==> src/rtl/viterbi_pkg.sv <==
// Shared definitions for the Viterbi decoder: trellis sequencer states,
// ACS path-select encodings and the default frame geometry.
package viterbi_pkg;

  typedef enum logic [2:0] {
    S_IDLE,
    S_CLEAR,
    S_FIRST,
    S_RUN,
    S_TAIL,
    S_TB,
    S_DONE
  } state_e;

  localparam logic [1:0] SEL_BR1 = 2'b00;
  localparam logic [1:0] SEL_CMP = 2'b01;
  localparam logic [1:0] SEL_BR2 = 2'b10;

  localparam int BLOCK_LEN_DEF = 8;
  localparam int TAIL_LEN_DEF  = 2;

endpackage

==> src/rtl/step_counter.sv <==
// Trellis step counter with synchronous clear, increment enable and
// terminal compares for the last information step and the last tail step.
module step_counter #(
  parameter int CNT_W     = 4,
  parameter int BLOCK_LEN = 8,
  parameter int TAIL_LEN  = 2
) (
  input  logic             clk,
  input  logic             reset_n,
  input  logic             clr_i,
  input  logic             inc_i,
  output logic [CNT_W-1:0] cnt_o,
  output logic             last_info_o,
  output logic             last_tail_o
);

  localparam logic [CNT_W-1:0] LAST_INFO = CNT_W'(BLOCK_LEN - 1);
  localparam logic [CNT_W-1:0] LAST_TAIL = CNT_W'(BLOCK_LEN + TAIL_LEN - 1);

  logic [CNT_W-1:0] cnt_q, cnt_d;

  always_comb begin
    cnt_d = cnt_q;
    if (clr_i)      cnt_d = '0;
    else if (inc_i) cnt_d = cnt_q + 1'b1;
  end

  always_ff @(posedge clk or negedge reset_n) begin
    if (!reset_n) cnt_q <= '0;
    else          cnt_q <= cnt_d;
  end

  assign cnt_o       = cnt_q;
  assign last_info_o = (cnt_q == LAST_INFO);
  assign last_tail_o = (cnt_q == LAST_TAIL);

endmodule

==> src/rtl/viterbi_acs_ctrl.sv <==
// Trellis sequencer for the ACS array: walks a frame through clear, first
// step, steady state and tail flush, then launches traceback and waits.
module viterbi_acs_ctrl
  import viterbi_pkg::*;
#(
  parameter int BLOCK_LEN = BLOCK_LEN_DEF,
  parameter int TAIL_LEN  = TAIL_LEN_DEF,
  parameter int CNT_W     = 4
) (
  input  logic             clk,
  input  logic             reset_n,
  input  logic             start,
  input  logic             sym_valid,
  output logic             sym_ready,
  output logic             acs_en,
  output logic [1:0]       acs_sel,
  output logic             acs_clear,
  output logic [CNT_W-1:0] step,
  output logic             tb_start,
  input  logic             tb_done,
  output logic             busy,
  output logic             done
);

  state_e state_q, state_d;
  logic   tb_first_q, tb_first_d;
  logic   hs, cnt_clr, last_info, last_tail;

  assign hs     = sym_valid & sym_ready;
  assign acs_en = hs;

  // Clearing on entry to CLEAR as well makes step read 0 throughout CLEAR.
  assign cnt_clr    = ((state_q == S_IDLE) & start) | (state_q == S_CLEAR);
  assign tb_first_d = (state_q == S_TAIL) & hs & last_tail;

  step_counter #(
    .CNT_W    (CNT_W),
    .BLOCK_LEN(BLOCK_LEN),
    .TAIL_LEN (TAIL_LEN)
  ) u_step_counter (
    .clk        (clk),
    .reset_n    (reset_n),
    .clr_i      (cnt_clr),
    .inc_i      (hs),
    .cnt_o      (step),
    .last_info_o(last_info),
    .last_tail_o(last_tail)
  );

  always_ff @(posedge clk or negedge reset_n) begin
    if (!reset_n) begin
      state_q    <= S_IDLE;
      tb_first_q <= 1'b0;
    end else begin
      state_q    <= state_d;
      tb_first_q <= tb_first_d;
    end
  end

  always_comb begin
    state_d = state_q;
    case (state_q)
      S_IDLE:  if (start) state_d = S_CLEAR;
      S_CLEAR: state_d = S_FIRST;
      S_FIRST: if (hs) state_d = S_RUN;
      S_RUN:   if (hs && last_info) state_d = S_TAIL;
      S_TAIL:  if (hs && last_tail) state_d = S_TB;
      S_TB:    if (tb_done) state_d = S_DONE;
      S_DONE:  state_d = S_IDLE;
      default: state_d = S_IDLE;
    endcase
  end

  always_comb begin
    sym_ready = 1'b0;
    acs_sel   = SEL_BR1;
    acs_clear = 1'b0;
    tb_start  = 1'b0;
    busy      = (state_q != S_IDLE);
    done      = 1'b0;
    case (state_q)
      S_CLEAR: acs_clear = 1'b1;
      S_FIRST: sym_ready = 1'b1;
      S_RUN: begin
        sym_ready = 1'b1;
        acs_sel   = SEL_CMP;
      end
      S_TAIL:  sym_ready = 1'b1;
      S_TB:    tb_start  = tb_first_q;
      S_DONE:  done      = 1'b1;
      default: ;
    endcase
  end

endmodule

==> config.mk <==
export PLATFORM = sky130hd
export DESIGN_NAME = viterbi_acs_ctrl
export DESIGN_NICKNAME = d
export VERILOG_FILES = /design/src/rtl/viterbi_pkg.sv /design/src/rtl/step_counter.sv /design/src/rtl/viterbi_acs_ctrl.sv
export SDC_FILE = /design/constraint.sdc
export NUM_CORES = 1
export LEC_CHECK = 0
export CAP_MARGIN = 20
export CORE_UTILIZATION = 40
export DETAILED_ROUTE_END_ITERATION = 8
export GPL_ROUTABILITY_DRIVEN = 1
export PLACE_DENSITY_LB_ADDON = 0.05
export SLEW_MARGIN = 10
export SYNTH_ARGS = -nofsm -noshare
export SYNTH_HDL_FRONTEND = slang
export SYNTH_SLANG_ARGS = --single-unit
==> constraint.sdc <==
create_clock -name clk -period 3.06 [get_ports clk]
set_clock_uncertainty 0.2 [all_clocks]
set_input_delay 0.612 -clock clk [delete_from_list [all_inputs] [get_ports clk]]
set_output_delay 0.612 -clock clk [all_outputs]
set_load 0.01 [all_outputs]
; ---- Yosys cells after proc, flatten, opt, wreduce, memory -nomap -nowiden
; Index checks and enable logic that the tools add are counted.
[classes]
addsub = 1
eq_ne = 13
muxes = 13
bitwise = 5
n_reduce_logical = 7
[ops]
columns = operator, count
row1 = one-hot mux 3 bit (6 select lines), 1
row2 = two-way mux 3 bit, 5
row3 = equality test 3 bit (second input constant), 3
row4 = two-way mux 4 bit, 2
row5 = inequality test 2 bit (second input constant), 4
row6 = equality test 3 x 2 -> 1 bit (second input constant), 2
row7 = two-way mux 1 bit, 5
row8 = AND reduction 5 bit, 1
row9 = adder 4 x 1 -> 4 bit (second input constant), 1
row10 = AND 1 bit, 4
row11 = equality test 4 x 3 -> 1 bit (second input constant), 1
row12 = equality test 4 bit (second input constant), 1
row13 = equality test 3 x 1 -> 1 bit (second input constant), 1
row14 = zero test 3 bit, 1
row15 = nonzero test 3 bit, 1
row16 = OR reduction 3 bit, 1
row17 = logical AND 1 bit, 2
row18 = inequality test 2 x 1 -> 1 bit (second input constant), 1
row19 = nonzero test 2 bit, 1
row20 = bitwise OR 1 bit, 1
[word_totals]
register_bits = 8
in_bits = 5
elab_cells = 42

; ---- Logic depth before layout (Yosys ltp)
[logic_depth]
depth_word = 7
mapped_depth = 6
ltp_nobuf = 6

; ---- Cells and area by module
; From an unflattened synthesis, not the netlist that was laid out.
[unflattened]
hier_cells = 59
hier_area_um2 = 549.3
[modules_own_cells]
columns = mod, n_inst, cells_each, area_each_um2, seq_area_each_um2
row1 = viterbi_acs_ctrl, 1, 37, 327.8, 100.1
row2 = step_counter, 1, 22, 221.5, 100.1

; ---- Worst setup path after synthesis
; OpenSTA, ideal clock, no wires.
[synth_path]
kind = reg-to-output
from = reg state_q[1]
to = out busy
arrival_time_ns = 0.932
required_time_ns = 2.248
slack_ns = 1.316
path_stages_with_launch = 3
n_path_buf = 1
path_cell_list = dfrtp_1 > buf_4 > or3_1
[synth_between]
elab_chain_len = 1
[synth_rtl]
columns = element, line
row1 = from (decl), viterbi_acs_ctrl.sv:25  ; state_e state_q, state_d;
row2 = from (signal assigned), viterbi_acs_ctrl.sv:55  ; state_q <= state_d;
row3 = nonzero test 3 bit, viterbi_acs_ctrl.sv:79  ; busy = (state_q != S_IDLE);
row4 = to (decl), viterbi_acs_ctrl.sv:21  ; output logic busy,
; No other way between the ends.

; ---- Final worst setup path
[layout_path]
from = in sym_valid
to = out acs_en
[layout_between]
elab_chain_len = 1
[layout_rtl]
columns = element, line
row1 = from (decl), viterbi_acs_ctrl.sv:13  ; input logic sym_valid,
row2 = AND 1 bit, viterbi_acs_ctrl.sv:29  ; assign hs = sym_valid & sym_ready;
row3 = to (decl), viterbi_acs_ctrl.sv:15  ; output logic acs_en,
; No other way between the ends.

==> impl_metrics.ini <==
[synthesis]
avgSynthCellArea_um2 = 8.864
post-synth-top-count-cell = dfrtp_1
ys_seq_area_share_pct = 38.28
synth_mux_area_share_pct = 5.742
yosys.area.top_type_share_pct = 38.28
synth_compound_area_share_pct = 13.88
synth_top_family_by_area = simple AND/OR/NAND/NOR gates
synth_commonest_cells = dfrtp_1, nand2_1, o21ai_0
yosysWarnings = 0
ys.flop_type = dfrtp_1
synth_fp_nets = 66
synth_xor_area_share_pct = 1.675
synth_area_um2 = 523.0
synth-seq-cells = 8
async_flop_share_pct = 100.0
netlist_instances = 59
synth_simple_gate_area_share_pct = 27.99
ys_types = 29
post_synth_fa_ha_maj_area_fraction_pct = 4.785
synth_edf_count = 0
yosysTopAreaCell = dfrtp_1
yosys-top-cells-area = dfrtp_1, mux2i_1, nand2_1

[placement]
dp_hpwl_um = 725.4
gp_congestion = 0.7684
place.port_buffers = 15

[detailed_routing]
ant_nets = 0
vias_per_cell = 5.184
vias = 451
drc_errors = 0
routedWlPerCell_um = 11.90
drtIter0Drc = 4
routed_wl_um = 1035
dr.pass1.iters = 4

[clock_network]
cts_max_level = 1
hold_buffers = 0
worstSkewPairLatency_ns = 0.25
cts_buffer_depth = 2
clockRootBuffer = clkbuf_4
cts_tree = yes
clk_pin_slew_ns = 0.06
postCtsResizedCells = 0
clock-sinks = 8
cts_buffers = 3
post_cts_buffers = 0

[timing]
finalCritPeriodShare_pct = 88.42
hold_viol = 0
maxSlewViolCount = 0
post-route-min-period_ns = 2.706
max_clock_freq_ghz = 0.3696
setup_viol = 0
finalSetupTns_ns = 0
rsz0062_at_grt = false

[setup_path]
critPathLaunchType = input port
path_max_fanout = 5
critical_path_class = input port to output port
end_kind = output port
rrSetupSlack_ns = 1.51
critPathRequiredTime_ns = 2.25
critPathArrivalTime_ns = 1.89

[grt]
grt_max_degree = 17
grt_pass1_wl_um = 1932
grt_util_all_layers_pct = 20.07
first_global_vias = 449
antenna_found_initial = 0
overflow = 0

[finish]
nFillCells = 120
fin_util_pct = 59.52
antennaDiodeCount = 0
drive_above_1_share_pct = 9.589
syn2layout_area_growth_pct = 31.58
num-nets-final = 82

[hold_path]
hold_class = flop to flop

[die]
core-area_um2 = 1156
die_h_um = 38.16
num_rows = 12
dieWidth_um = 38.16
initial_core_util_pct = 45.24
dieArea_um2 = 1456
io_pins = 17

[pwr]
internal_power_mw = 0.3468
p_leak_nw = 0.3094
power_density_nw_per_um2 = 832.7
p_clk_share_pct = 14.2
power.share.sequential_pct = 38.7
vdd_drop_max_v = 0.0003714
p_switching_mw = 0.2262
swShare_pct = 39.47
pwr-share-comb_pct = 47.1

[outcome]
status = finished clean

[run]
drv_cap = 0
-- path summary, 6_finish.rpt --
kind	start	to	depth (start not counted)
worst min register to register	u_step_counter.cnt_o[3]$_DFFE_PN0P_	u_step_counter.cnt_o[3]$_DFFE_PN0P_	1
worst max-delay path	sym_valid	acs_en	4
worst min-delay path	u_step_counter.cnt_o[3]$_DFFE_PN0P_	u_step_counter.cnt_o[3]$_DFFE_PN0P_	1
max in group asynchronous	reset_n	state_q[1]$_DFFE_PN0P_	1
worst max register to register	state_q[0]$_DFFE_PN0P_	u_step_counter.cnt_o[3]$_DFFE_PN0P_	5
min in group asynchronous	reset_n	u_step_counter.cnt_o[2]$_DFFE_PN0P_	1
-- layout by cell type (no fill, tap or decap) --
cell / synthesis / layout
clkdlybuf4s50_1: 0 / 15
dfrtp_1: 8 / 8
nand2_1: 7 / 7
o21ai_0: 5 / 5
nor2_1: 4 / 4
nand2b_1: 3 / 3
mux2i_1: 3 / 3
clkbuf_4: 0 / 3
inv_1: 2 / 2
or3_1: 2 / 2
and2_1: 2 / 2
nand4_1: 2 / 2
ha_1: 2 / 2
nor3b_2: 1 / 1
nor2b_1: 1 / 1
o21ai_2: 1 / 1
inv_2: 1 / 1
and3b_1: 1 / 1
nor4_1: 1 / 1
nand3_1: 1 / 1
xnor2_1: 1 / 1
and4b_1: 1 / 1
a21bo_2: 1 / 1
o31ai_1: 1 / 1
o22ai_1: 1 / 1
o311ai_0: 1 / 1
a31oi_1: 1 / 1
conb_1: 1 / 1
-- worst max-delay path: stages --
cell and delay, ns:
clkdlybuf4s50_1 0.56, o21ai_2 0.12, inv_2 0.08, clkdlybuf4s50_1 0.53
-- power by group through the flow --
stage / clock, mW / combinational (mW) / sequential, mW
CTS: 0.0804 / 0.274 / 0.223
finish: 0.0816 / 0.270 / 0.222
global placement: 0 / 0.271 / 0.223
detailed placement: 0 / 0.272 / 0.224
floorplan: 0 / 0.167 / 0.200
global route: 0.0900 / 0.304 / 0.236
-- per-stage QoR --
| stage | instance area (um^2) | hold slack (ns) | cells | worst slack [ns] | power [mW] |
|---|---|---|---|---|---|
| finish | 688.2 | 0.3326 | 87 | 0.3544 | 0.5730 |
| global route | 688.2 | 0.3858 | 87 | 0.2886 | 0.6300 |
| floorplan | 523.0 | 0.1164 | 59 | 1.316 | 0.3678 |
| global placement | 665.6 | 0.3093 | 84 | 0.3727 | 0.4947 |
| CTS | 688.2 | 0.3285 | 87 | 0.3579 | 0.5771 |
| detailed placement | 665.6 | 0.3172 | 84 | 0.3682 | 0.4956 |
-- layer usage --
layer | track usage [%] | part of all wire [%] | vias up
li1 | - | - | 232
met1 | 21.72 | 46 | 206
met2 | 35.17 | 48 | 11
met3 | 5.233 | 4.6 | 2
met4 | 10.71 | 1.1 | 0
met5 | 0 | 0 | -
-- layout make-up --
class                      count  area, um^2  area share [%]
sequential                     8       200.2           29.09
timing repair buffer          15       150.1           21.82
inverter                       3       11.26           1.636
tap                           14       17.52           2.545
clock buffer                   3       22.52           3.273
multi-input combinational     44       286.5           41.64
-- state kept, by name (all words and copies together), names as in the netlist --
name and cells:
u_step_counter.cnt_o 4, state_q 3, tb_first_q 1
-- cells by family (layout without fill, tap and decap cells) --
group                    count (synthesis)  after routing
AND/OR/NAND/NOR                         26             26
buffers and inverters                    7             21
multiplexers                             3              3
flip-flops                               8              8
other                                    1              1
XOR/XNOR                                 1              1
AO/OA/AOI/OAI                           11             11
adder cells (fa/ha/maj)                  2              2
(Power assumes the default switching activity.)
